[src/rtl/grid_read_arbiter.sv]
`timescale 1ns/1ps
`default_nettype none
// ============================================================================
// Module   : grid_read_arbiter
// Purpose  : Shares the grid-map BRAM read port between the DDA stepper and
//            the transform logic, with map offsetting and tagged returns.
// Revision : 1.0 - initial release
// ============================================================================
module grid_read_arbiter #(
    parameter int          N              = 24,
    parameter int          NUM_MAPS       = 4,
    parameter int          READ_LAT       = 2,
    parameter int          MAX_DDA_STREAK = 8,
    parameter logic [3:0]  OOB_DATA       = 4'd1,
    localparam int         CELL_AW        = $clog2(N*N),
    localparam int         BRAM_AW        = $clog2(NUM_MAPS*N*N)
) (
    input  logic               clk_in,
    input  logic               rst_in,
    input  logic [1:0]         map_select,
    input  logic               dda_req_in,
    input  logic [CELL_AW-1:0] dda_addr_in,
    output logic               dda_gnt_out,
    output logic               dda_valid_out,
    input  logic               trans_req_in,
    input  logic [CELL_AW-1:0] trans_addr_in,
    output logic               trans_gnt_out,
    output logic               trans_valid_out,
    output logic [3:0]         grid_data_out,
    output logic [BRAM_AW-1:0] bram_addr_out,
    input  logic [3:0]         bram_data_in,
    output logic [1:0]         map_active_out,
    output logic               map_switch_done_out,
    output logic               busy_out
);

    localparam int C_CELLS    = N*N;
    localparam int C_STREAK_W = $clog2(MAX_DDA_STREAK+1);

    logic [1:0]            r_map_active;
    logic                  r_switch_pending;
    logic [C_STREAK_W-1:0] r_streak;
    logic [READ_LAT:0]     r_tag_live;
    logic [READ_LAT:0]     r_tag_trans;
    logic [READ_LAT:0]     r_tag_oob;

    logic                  w_grant_ok;
    logic                  w_streak_full;
    logic                  w_trans_wins;
    logic                  w_dda_gnt;
    logic                  w_trans_gnt;
    logic                  w_xfer;
    logic [CELL_AW-1:0]    w_sel_addr;
    logic                  w_oob;
    logic [BRAM_AW-1:0]    w_map_base;
    logic                  w_switch_commit;
    logic                  w_switch_req;

    // Grants are also masked while reset is held so every output reads 0.
    assign w_grant_ok    = rst_in && !r_switch_pending;
    assign w_streak_full = (r_streak == C_STREAK_W'(MAX_DDA_STREAK));
    assign w_trans_wins  = trans_req_in && (!dda_req_in || w_streak_full);
    assign w_dda_gnt     = w_grant_ok && dda_req_in && !w_trans_wins;
    assign w_trans_gnt   = w_grant_ok && w_trans_wins;
    assign w_xfer        = w_dda_gnt || w_trans_gnt;

    assign w_sel_addr      = w_trans_gnt ? trans_addr_in : dda_addr_in;
    assign w_oob           = ({1'b0, w_sel_addr} >= (CELL_AW+1)'(C_CELLS));
    assign w_map_base      = BRAM_AW'(r_map_active) * BRAM_AW'(C_CELLS);
    assign w_switch_commit = r_switch_pending && !(|r_tag_live);
    assign w_switch_req    = (map_select != r_map_active) && !r_switch_pending;

    assign dda_gnt_out    = w_dda_gnt;
    assign trans_gnt_out  = w_trans_gnt;
    assign map_active_out = r_map_active;
    assign busy_out       = (|r_tag_live) || r_switch_pending;

    // Starvation guard: counts DDA wins only while transform is waiting.
    always_ff @(posedge clk_in or negedge rst_in) begin
        if (!rst_in) begin
            r_streak <= '0;
        end else if (w_trans_gnt || !trans_req_in) begin
            r_streak <= '0;
        end else if (w_dda_gnt) begin
            r_streak <= r_streak + C_STREAK_W'(1);
        end
    end

    // Map switch waits for the read pipeline to drain; latest select wins.
    always_ff @(posedge clk_in or negedge rst_in) begin
        if (!rst_in) begin
            r_map_active        <= '0;
            r_switch_pending    <= 1'b0;
            map_switch_done_out <= 1'b0;
        end else begin
            map_switch_done_out <= 1'b0;
            if (w_switch_commit) begin
                r_map_active        <= map_select;
                r_switch_pending    <= 1'b0;
                map_switch_done_out <= 1'b1;
            end else if (w_switch_req) begin
                r_switch_pending <= 1'b1;
            end
        end
    end

    always_ff @(posedge clk_in or negedge rst_in) begin
        if (!rst_in) begin
            bram_addr_out <= '0;
            r_tag_live    <= '0;
            r_tag_trans   <= '0;
            r_tag_oob     <= '0;
        end else begin
            if (w_xfer) begin
                bram_addr_out <= w_map_base + BRAM_AW'(w_sel_addr);
            end
            r_tag_live  <= {r_tag_live[READ_LAT-1:0],  w_xfer};
            r_tag_trans <= {r_tag_trans[READ_LAT-1:0], w_trans_gnt};
            r_tag_oob   <= {r_tag_oob[READ_LAT-1:0],   w_oob};
        end
    end

    // The oldest tag lines up with the BRAM data of its read.
    always_ff @(posedge clk_in or negedge rst_in) begin
        if (!rst_in) begin
            grid_data_out   <= '0;
            dda_valid_out   <= 1'b0;
            trans_valid_out <= 1'b0;
        end else begin
            dda_valid_out   <= r_tag_live[READ_LAT] && !r_tag_trans[READ_LAT];
            trans_valid_out <= r_tag_live[READ_LAT] &&  r_tag_trans[READ_LAT];
            if (r_tag_live[READ_LAT]) begin
                grid_data_out <= r_tag_oob[READ_LAT] ? OOB_DATA : bram_data_in;
            end
        end
    end

endmodule
`default_nettype wire
[config.mk]
export PLATFORM = sky130hd
export DESIGN_NAME = grid_read_arbiter
export DESIGN_NICKNAME = d
export VERILOG_FILES = /design/src/rtl/grid_read_arbiter.sv
export SDC_FILE = /design/constraint.sdc
export NUM_CORES = 1
export LEC_CHECK = 0
export CAP_MARGIN = 20
export CELL_PAD_IN_SITES_DETAIL_PLACEMENT = 1
export CELL_PAD_IN_SITES_GLOBAL_PLACEMENT = 1
export CORE_MARGIN = 2
export CORE_UTILIZATION = 34
export DETAILED_ROUTE_END_ITERATION = 12
export PLACE_DENSITY = 0.87
export REMOVE_ABC_BUFFERS = 1
export SYNTH_ARGS = -nofsm -noshare
export SYNTH_HDL_FRONTEND = slang
export SYNTH_SLANG_ARGS = --single-unit
[constraint.sdc]
create_clock -name clk_in -period 3.6 [get_ports clk_in]
set_input_delay 0.54 -clock clk_in [delete_from_list [all_inputs] [get_ports clk_in]]
set_output_delay 0.54 -clock clk_in [all_outputs]
set_load 0.1 [all_outputs]
[Word-level counts from Yosys, hierarchy flattened]
Cells that the tools add are included.
Storage, ports and cells
  register bits after elaboration: 35
  word-level logic and storage cells: 46
Cells by class
  order comparisons: 1
  multipliers: 1
  mux-type cells: 7
  eq/ne operators: 2
  $add $sub $neg: 2
  reductions and logical operators: 22
Operators by type and width (number)
  adder 12 x 10 -> 12 bit: 1
  2-to-1 mux 4 bit: 3
  greater-or-equal comparator 10 bit, second input constant: 1
  2-to-1 mux 10 bit: 1
  logical AND 1 bit: 9
  logical NOT 1 bit: 6
  multiplier 2 x 4 -> 6 bit, second input constant: 1
  adder 4 x 1 -> 4 bit, second input constant: 1
  == test 4 bit, second input constant: 1
  logical OR 1 bit: 4
  nonzero test 2 bit: 2
  2-to-1 mux 1 bit: 3
  OR reduction 3 bit: 1
  != test 2 bit: 1

[Logic depth before layout (Yosys ltp)]
  depth in word-level cells: 7
  gate-level depth with buffers: 11
  depth with buffers taken out: 11

[Worst setup path after synthesis]
No wires, ideal clock.
  kind: input-to-output
  from: input dda_req_in
  to: output dda_gnt_out
  arrival: 3.314 ns
  cell stages on the path: 3
  path slack: -0.254 ns
  cell sequence: clkbuf_1 a21oi_1 nor3b_1
Between the ends
  word-level cells in the longest chain between the ends: 5
  elaborated cells between the ends (all ways): 6
  classes of those cells: 6 x reduce/logical
Ends and longest elaborated chain
  start, declared: RTL line 21  | input logic dda_req_in,
  logical NOT 1 bit: RTL line 62  | assign w_trans_wins = trans_req_in && (!dda_req_in || w_streak_full);
  logical OR 1 bit: RTL line 62
  logical AND 1 bit: RTL line 62
  logical NOT 1 bit: RTL line 63  | assign w_dda_gnt = w_grant_ok && dda_req_in && !w_trans_wins;
  logical AND 1 bit (*): RTL line 63
  end, declared: RTL line 23  | output logic dda_gnt_out,
Every way passes the cells marked *; elsewhere a longest branch is shown, timed or not.

[Final worst setup path]
Ends and elaborated chain as after synthesis.

==> out/summary.txt <==
status - finished clean
# fillers - 528
most area-consuming cells after synthesis - dfrtp_1 54%, nand2_1 5.8%, o21ai_0 4.0%, ha_1 3.9%, mux2_2 3.5%
CP bufs+invs - 3
FP Rows - 25
port bufs - 53
maximum clock path buffer count - 2
Max Slew Vio Count - 0
final setup violating endpoints - 0
Clk pwr share - 12.1%
WHS - 347 ps
number of global-route vias before repair - 1,436
Post-CTS Hold Buffers - 0
Comb power frac - 60.9%
Initial Util - 34.7%
DR pass1 iterations - 4
first-pass GRT wire length - 6.82 mm
Netlist cell types - 34
DRC violations left - 0
#FFs+latches synth - 35
Tmin final - 2920 ps
top_reg_cell synth - dfrtp_1
Worst Hold Class - in -> async
Die W - 72.9 µm
CP top delay family - buffers and inverters
Clock Sinks - 35
fmax - 343 MHz
area of the multi-input gates - 694 µm²
Max transition margin - 34.1%
CP Data Required Time - 3060 ps
number of diodes - 0
Avg Inst Size Synth - 10.4 µm²
fin util - 49.9%
Internal Power - 1.00 mW
Place WS - 550 ps
# Post-CTS Setup Buffers - 0
RSZ-0062 raised after global routing - no
clk_skew - 4.56 ps
main combinational cell family by area after synthesis - simple AND/OR/NAND/NOR gates
yosys warns - 0
GRT Total Usage - 17.2%
post-synthesis mux area share - 4.73%
final cell count without fillers - 270
total number of vias - 1,311
Async SR Flop Fraction - 100%
sequential fraction of design power - 27.0%
count leader, synth - dfrtp_1
fin crit share - 81.0%
synth cell count leaders - 35 x dfrtp_1, 25 x nand2_1, 13 x nor2_1, 13 x o21ai_0, 11 x a21oi_1
layout cells sized above 1 - 10.2%
die height - 72.9 µm
Pwr Density - 992 nW/µm²
leak pwr - 0.991 nW
Synth Cell Area - 1620 µm²
ANT nets after route - 0
Slew @ Worst Pin - 986 ps
Clk Latency, worst-skew pair - 290 ps
critical path class - in -> out
compound-gate portion of the synthesized area - 12.8%
depth of the CTS H-tree - 2
sequential area share after synthesis - 54.2%
Worst Setup Start Kind - input pin
cell taking the most area after synthesis - dfrtp_1
dpl hpwl - 3.06 mm
vias per cell - 4.86
die area - 5320 µm²
VDD IR-drop max - 0.449 mV
Max-cap violations - 0
XOR/XNOR share of the synthesized area - 2.17%
Yosys top cell area share - 54.2%
Root Buffer - clkbuf_8
Core Area - 4660 µm²
synthesized netlist cell count - 156
Layout area overhead - 43.9%
EDFF count, synth - 0
GPL Wtd Cong - 0.892
TritonCTS clock tree - yes
total gr overflow - 0
post-DR wirelength/cell - 15.2 µm
Simple-Gate Fraction of Synth Area - 18.2%
dpl cells - 262
Critical Path Fanout Max - 15
I/O pin count - 54
CTS Buf Count - 5
worst path arrival time - 2380 ps
pin count of the biggest net entering global routing - 37
max incr delay on CP - 750 ps
Total Wirelength - 4.10 mm
Final Hold Vio Count - 0
Post-CTS Resized - 0
critical-path cell list - clkdlybuf4s50_1, a21oi_1, buf_4, nor3b_1, buf_12
nets@finish - 251
clock-pin slew on the worst setup and hold paths - 70 ps
Psw - 1.31 mW
area share of fa/ha/maj cells after synthesis - 5.11%
switching portion of total power - 56.6%
DRT iter0 DRCs - 63
register area - 876 µm²
setup tns final - 0 ps
Final WS setup - 684 ps
CP max stage cell - clkdlybuf4s50_1
CP Capture Type - output port
initial antenna violation count - 0
==> state kept, by name, summed over array words and instances, names as in the netlist <==
register	count
map_active_out	2
r_streak	4
r_tag_live	3
dda_valid_out	1
r_tag_trans	3
r_switch_pending	1
map_switch_done_out	1
trans_valid_out	1
grid_data_out	4
bram_addr_out	12
r_tag_oob	3
==> final cells by class <==
type / count / share of cell area (%)
multi-input combinational: 109 / 29.9
clock inverter: 2 / 0.538
tap: 54 / 2.91
timing repair buffer: 57 / 24.8
inverter: 7 / 1.13
clock buffer: 6 / 3.12
sequential: 35 / 37.7
==> cell usage in the layout, fill, tap and decap left out, types with 2 or more instances in the layout <==
cell type,count
or4_1,2
nand3b_1,3
nand2_1,25
o21ai_0,13
inv_1,5
nor2_1,13
clkdlybuf4s50_1,50
a21oi_1,11
nor2b_1,5
nor3_1,3
clkbuf_8,5
buf_4,4
dfrtp_1,35
buf_12,2
clkinv_1,2
ha_1,5
mux2i_1,2
xor2_1,4
mux2_2,5
==> cell families after synthesis <==
group                      count (synthesis)
and+or+nand+nor                           58
DFF                                       35
AOI/OAI and AO/OA                         34
buffers and inverters                     12
muxes                                      7
adders and majority gates                  6
xor gates and xnor gates                   4
==> path summary, 6_finish.rpt <==
| check | endpoint | slack (ps) | from | cells past startpoint |
|---|---|---|---|---|
| min in group clk_in | r_tag_trans[2] | 350 | r_tag_trans[1] | 0 |
| max in group asynchronous | dda_valid_out | 2930 | rst_in | 2 |
| hold / removal | bram_addr_out[2] | 350 | rst_in | 2 |
| setup reg to reg | bram_addr_out[10] | 970 | r_streak[0] | 11 |
| setup / recovery | dda_gnt_out | 680 | dda_req_in | 5 |
| hold reg to reg | r_tag_trans[2] | 350 | r_tag_trans[1] | 0 |
==> power by group through the flow <==
stage | clock network [mW] | logic (mW) | registers, mW
final | 0.279 | 1.41 | 0.622
after detailed placement | 0 | 1.41 | 0.631
after global placement | 0 | 1.39 | 0.624
after CTS | 0.290 | 1.42 | 0.626
after floorplan | 0 | 0.291 | 1.37
after global routing | 0.306 | 1.47 | 0.642
==> per-layer routing <==
| layer | GRT usage, % | vias up | share of wire, % |
|---|---|---|---|
| met5 | 0 | - | 0 |
| li1 | - | 648 | - |
| met4 | 6.79 | 0 | 1.5 |
| met3 | 4.83 | 6 | 5.1 |
| met2 | 28.3 | 39 | 48 |
| met1 | 21.4 | 618 | 45 |
==> per-stage QoR <==
step | power (mW) | instance area (µm²)
2_1_floorplan | 1.66 | 1600
3_3_place_gp | 2.01 | 2240
3_5_place_dp | 2.05 | 2240
4_1_cts | 2.33 | 2320
5_1_grt | 2.42 | 2320
6_report | 2.31 | 2320
Note: power is estimated with default switching activity, not from simulation.
